===== src/rtl/seq_detect_param_if.sv =====
// Bus bundle for seq_detect_param: sample/control inputs and match outputs.
// The master modport drives stimulus; the slave modport is the detector side.
interface seq_detect_param_if #(
    parameter int unsigned PAT_W = 4,
    parameter int unsigned CNT_W = 8
);
    logic             en;
    logic             x;
    logic             load;
    logic [PAT_W-1:0] pat_in;
    logic             overlap;
    logic             clr_cnt;
    logic             z;
    logic [CNT_W-1:0] match_cnt;

    modport master (
        output en, x, load, pat_in, overlap, clr_cnt,
        input  z, match_cnt
    );

    modport slave (
        input  en, x, load, pat_in, overlap, clr_cnt,
        output z, match_cnt
    );
endinterface


===== src/rtl/seq_detect_param.sv =====
// Parameterised serial pattern detector with Mealy match flag.
// A loadable PAT_W-bit pattern is compared against the last PAT_W sampled
// bits; overlap selects whether a match suffix may seed the next match.
// Optional macro SEQ_DETECT_CNT_EN compiles in a saturating match counter
// with synchronous clear; without it match_cnt is tied to zero.
// Interface parameters PAT_W/CNT_W must equal the module parameters.
module seq_detect_param #(
    parameter int unsigned      PAT_W   = 4,
    parameter int unsigned      CNT_W   = 8,
    parameter logic [PAT_W-1:0] RST_PAT = PAT_W'(4'b1011)
) (
    input  logic               clk,
    input  logic               rst_n,
    seq_detect_param_if.slave  bus
);

    localparam int unsigned HIST_W = PAT_W - 1;
    localparam int unsigned FILL_W = $clog2(PAT_W);
    localparam logic [FILL_W-1:0] FILL_MAX = FILL_W'(PAT_W - 1);

    logic [PAT_W-1:0]  pat_q,  pat_d;
    logic [HIST_W-1:0] hist_q, hist_d;
    logic [FILL_W-1:0] fill_q, fill_d;
    logic              z_c;

    // Mealy match: full history window plus current bit equals the pattern.
    always_comb begin
        z_c = bus.en & ~bus.load & (fill_q == FILL_MAX) & ({hist_q, bus.x} == pat_q);
    end

    assign bus.z = z_c;

    // Next-state for pattern, history and fill; load has priority over sampling.
    always_comb begin
        pat_d  = pat_q;
        hist_d = hist_q;
        fill_d = fill_q;
        if (bus.load) begin
            pat_d  = bus.pat_in;
            hist_d = '0;
            fill_d = '0;
        end else if (bus.en) begin
            hist_d = HIST_W'({hist_q, bus.x});
            if (z_c && !bus.overlap) begin
                fill_d = '0;
            end else if (fill_q != FILL_MAX) begin
                fill_d = fill_q + FILL_W'(1);
            end
        end
    end

    // Detector state registers.
    always_ff @(posedge clk or negedge rst_n) begin
        if (!rst_n) begin
            pat_q  <= RST_PAT;
            hist_q <= '0;
            fill_q <= '0;
        end else begin
            pat_q  <= pat_d;
            hist_q <= hist_d;
            fill_q <= fill_d;
        end
    end

`ifdef SEQ_DETECT_CNT_EN
    logic [CNT_W-1:0] cnt_q, cnt_d;

    // Saturating match count; clear beats a coincident match.
    always_comb begin
        cnt_d = cnt_q;
        if (bus.clr_cnt) begin
            cnt_d = '0;
        end else if (z_c && (cnt_q != {CNT_W{1'b1}})) begin
            cnt_d = cnt_q + CNT_W'(1);
        end
    end

    // Match counter register.
    always_ff @(posedge clk or negedge rst_n) begin
        if (!rst_n) begin
            cnt_q <= '0;
        end else begin
            cnt_q <= cnt_d;
        end
    end

    assign bus.match_cnt = cnt_q;
`else
    assign bus.match_cnt = '0;
`endif

endmodule


===== src/flat_wrapper.sv =====
// flat-port wrapper written by rule: the top's interface ports become plain ports
module seq_detect_param_flat 
#(
    parameter int unsigned      PAT_W   = 4,
    parameter int unsigned      CNT_W   = 8,
    parameter logic [PAT_W-1:0] RST_PAT = PAT_W'(4'b1011)
)
  (clk, rst_n, bus_en, bus_x, bus_load, bus_pat_in, bus_overlap, bus_clr_cnt, bus_z, bus_match_cnt);
  seq_detect_param_if #(.PAT_W(PAT_W), .CNT_W(CNT_W)) bus_i ();
  input  logic clk;
  input  logic rst_n;
  input wire logic [$bits(bus_i.en)-1:0] bus_en;
  input wire logic [$bits(bus_i.x)-1:0] bus_x;
  input wire logic [$bits(bus_i.load)-1:0] bus_load;
  input wire logic [$bits(bus_i.pat_in)-1:0] bus_pat_in;
  input wire logic [$bits(bus_i.overlap)-1:0] bus_overlap;
  input wire logic [$bits(bus_i.clr_cnt)-1:0] bus_clr_cnt;
  output wire logic [$bits(bus_i.z)-1:0] bus_z;
  output wire logic [$bits(bus_i.match_cnt)-1:0] bus_match_cnt;
  assign bus_i.en = bus_en;
  assign bus_i.x = bus_x;
  assign bus_i.load = bus_load;
  assign bus_i.pat_in = bus_pat_in;
  assign bus_i.overlap = bus_overlap;
  assign bus_i.clr_cnt = bus_clr_cnt;
  assign bus_z = bus_i.z;
  assign bus_match_cnt = bus_i.match_cnt;
  seq_detect_param #(.PAT_W(PAT_W), .CNT_W(CNT_W), .RST_PAT(RST_PAT)) u_core (.clk(clk), .rst_n(rst_n), .bus(bus_i));
endmodule

===== config.mk =====
export PLATFORM = sky130hd
export DESIGN_NAME = seq_detect_param_flat
export DESIGN_NICKNAME = d
export VERILOG_FILES = /design/src/rtl/seq_detect_param_if.sv /design/src/rtl/seq_detect_param.sv /design/src/flat_wrapper.sv
export SDC_FILE = /design/constraint.sdc
export NUM_CORES = 1
export LEC_CHECK = 0
export ABC_CLOCK_PERIOD_IN_PS = 3250
export CAP_MARGIN = 20
export CORE_AREA = 4 4 41 43
export DETAILED_ROUTE_END_ITERATION = 10
export DIE_AREA = 0 0 45 47
export PLACE_DENSITY = 0.79
export SLEW_MARGIN = 10
export SYNTH_ARGS = -nofsm -noshare
export SYNTH_HDL_FRONTEND = slang
export SYNTH_SLANG_ARGS = --single-unit
export TNS_END_PERCENT = 1

===== constraint.sdc =====
create_clock -name clk -period 3.25 [get_ports clk]
set_input_delay 0.325 -clock clk [delete_from_list [all_inputs] [get_ports clk]]
set_output_delay 0.325 -clock clk [all_outputs]
set_load 0.02 [all_outputs]

==> metrics.cfg <==
[timing]
finalSetupViolations = 0
fmax_ghz = 0.4215
fin_ws_ns = 0.8776
min_period_over_period = 0.7300
fin_setup_tns_ns = 0
fin_skew_ns = 0.002370
hold_slack_ns = 0.3600
slew_viol_final = 0
fin_crit_ns = 2.372
rsz0062_at_grt = false
hold_viol_final = 0

[drt]
vias = 333
drtIter0Drc = 1
vias_per_cell = 4.562
antenna_left = 0
wl_microns = 799
drc = 0
dr.pass1.iters = 2
wl_per_cell_microns = 10.95

[floorplan]
core_sq_um = 1301
rows = 13
fp.dieH_microns = 47
initial_utilization = 0.3933
ioPinCount = 20
die-area_sq_um = 2115
die_x_microns = 45

[worst_setup_path]
startpoint_type = input pin
worstSetupPathDepth = 4
reg2reg_from = u_core.pat_q[1]
criticalPathCategory = in2out
cp_num_buf_inv = 2
crit_path_top_delay_cell = clkdlybuf4s50_1
worst_ep_required_time_ns = 2.92
arrival_ns = 2.05
crit_family = buffers and inverters
cp-end-kind = primary output
slowest_delay_ns = 0.65
r2r_cells = 4
worst-path-max-fanout = 12
cp-startpoint = bus_load
crit_top_cell = clkdlybuf4s50_1
crit_path_cell_trace = clkdlybuf4s50_1 -> nand2b_1 -> nor4_1 -> clkdlybuf4s50_1

[outcome]
status = finished, final reports clean

[clocking]
cts_resized = 0
cts_setup_buffers = 0
clk_latency_ns = 0.25
clk_pin_slew_worst_paths_ns = 0.06
clock_path_buffers = 2
htreeDepth = 1
cts_buffers = 3
cts.sinks = 9
cts_tree = done
ctsHoldBuffers = 0
clockRootBuffer = clkbuf_4

[hold_path]
hp-class = in2async

[grt]
grt-ovfl-total = 0
grtUsageTotal = 0.08320
grt_max_degree = 13
grt_pass1_wl_microns = 1262
grt_pass1_vias = 312
antenna_found_initial = 0

[finish]
multiInputGateArea_sq_um = 241.5
areaGrowthSynthToFinish_pct = 21.03
final_common_cell = clkdlybuf4s50_1
drive_above_1_share = 0.1897
antennaDiodeCount = 0
mostFrequentLayoutCells = clkdlybuf4s50_1 (10), conb_1 (8), dfrtp_1 (6)
seq_area_sq_um = 229.0
nets = 71
fillers = 129

[synth]
synth-seq-cells = 9
syn-cell-area_sq_um = 511.7
synth-seq-area-share = 0.4474
synth_cells = 46
synthDistinctLibCells = 19
synth_area_per_cell_sq_um = 11.12
ys_warn_count = 0

[power_and_ir_drop]
peakVddDrop_v = 0.0002272
power_mw = 0.2611
leakage_nw = 0.2752
p_per_area_nw_per_um2 = 421.6

[place]
gp_congestion = 0.7106
placement.io_buffers = 10
dpl_worst_slack_ns = 0.8653

[job]
maxCapViolCount = 0

## metal layers
layer | GRT usage | wire length (microns)
met5 | 0 | 0
met4 | 0.05263 | 0
met3 | 0.02299 | 70
met2 | 0.1356 | 390
met1 | 0.09670 | 338
## layout make-up
cell class | count | area share
timing repair buffer | 10 | 0.1616
sequential | 9 | 0.3697
multi-input combinational | 34 | 0.3899
clock buffer | 4 | 0.04242
inverter | 1 | 0.006061
tap | 15 | 0.03030
## flip-flops by register name (all words and copies together), names as in the netlist
register,cells
u_core.pat_q,4
u_core.hist_q,3
u_core.fill_q,2
## final timing paths
| path | slack (ns) | endpoint |
|---|---|---|
| min in group clk | 0.54 | u_core.pat_q[2] |
| max reg2reg | 1.75 | u_core.fill_q[1] |
| max | 0.88 | bus_z |
| min | 0.36 | u_core.fill_q[1] |
| max in group asynchronous | 2.57 | u_core.pat_q[3] |
| min reg2reg | 0.54 | u_core.pat_q[2] |
## cell families (layout without fill, tap and decap cells)
| kind of cell | after synthesis | in the layout | synth area share |
|---|---|---|---|
| flops | 9 | 9 | 0.4474 |
| other cells | 1 | 8 | 0.007328 |
| buf+inv | 10 | 15 | 0.1320 |
| compound gates | 2 | 2 | 0.04156 |
| fa+ha+maj | 1 | 1 | 0.02445 |
| xor+xnor | 4 | 4 | 0.06847 |
| simple gates | 11 | 11 | 0.1125 |
| mux | 8 | 8 | 0.1663 |
## cells in the mapped netlist, drive strengths merged
| cell | number | share of area |
|---|---|---|
| buf | 8 | 0.12 |
| dfrtp | 6 | 0.29 |
| mux2 | 4 | 0.088 |
| mux2i | 4 | 0.078 |
| nand2b | 4 | 0.049 |
| dfstp | 3 | 0.15 |
| nor2 | 3 | 0.022 |
| xnor2 | 3 | 0.051 |
| clkbuf | 1 | 0.0073 |
| conb | 1 | 0.0073 |
| ha | 1 | 0.024 |
| inv | 1 | 0.0073 |
| nand2 | 1 | 0.0073 |
| nand3 | 1 | 0.0098 |
| nor4 | 1 | 0.012 |
| o21ai | 1 | 0.0098 |
| o41ai | 1 | 0.032 |
| or3 | 1 | 0.012 |
| xor2 | 1 | 0.017 |
## stage by stage
stage	cells	area [sq um]	util
2_1_floorplan	53	538.0	-
3_3_place_gp	69	593.1	0.4558
3_5_place_dp	69	593.1	0.4558
4_1_cts	73	619.3	0.4760
5_1_grt	73	619.3	0.4760
6_report	73	619.3	0.4760
## power by group
part           switching, mW  total [mW]  internal [mW]
Clock                 0.0363      0.0834         0.0471
Combinational         0.0241      0.0483         0.0242
Sequential           0.00588       0.129          0.124
(Power assumes the default switching activity.)
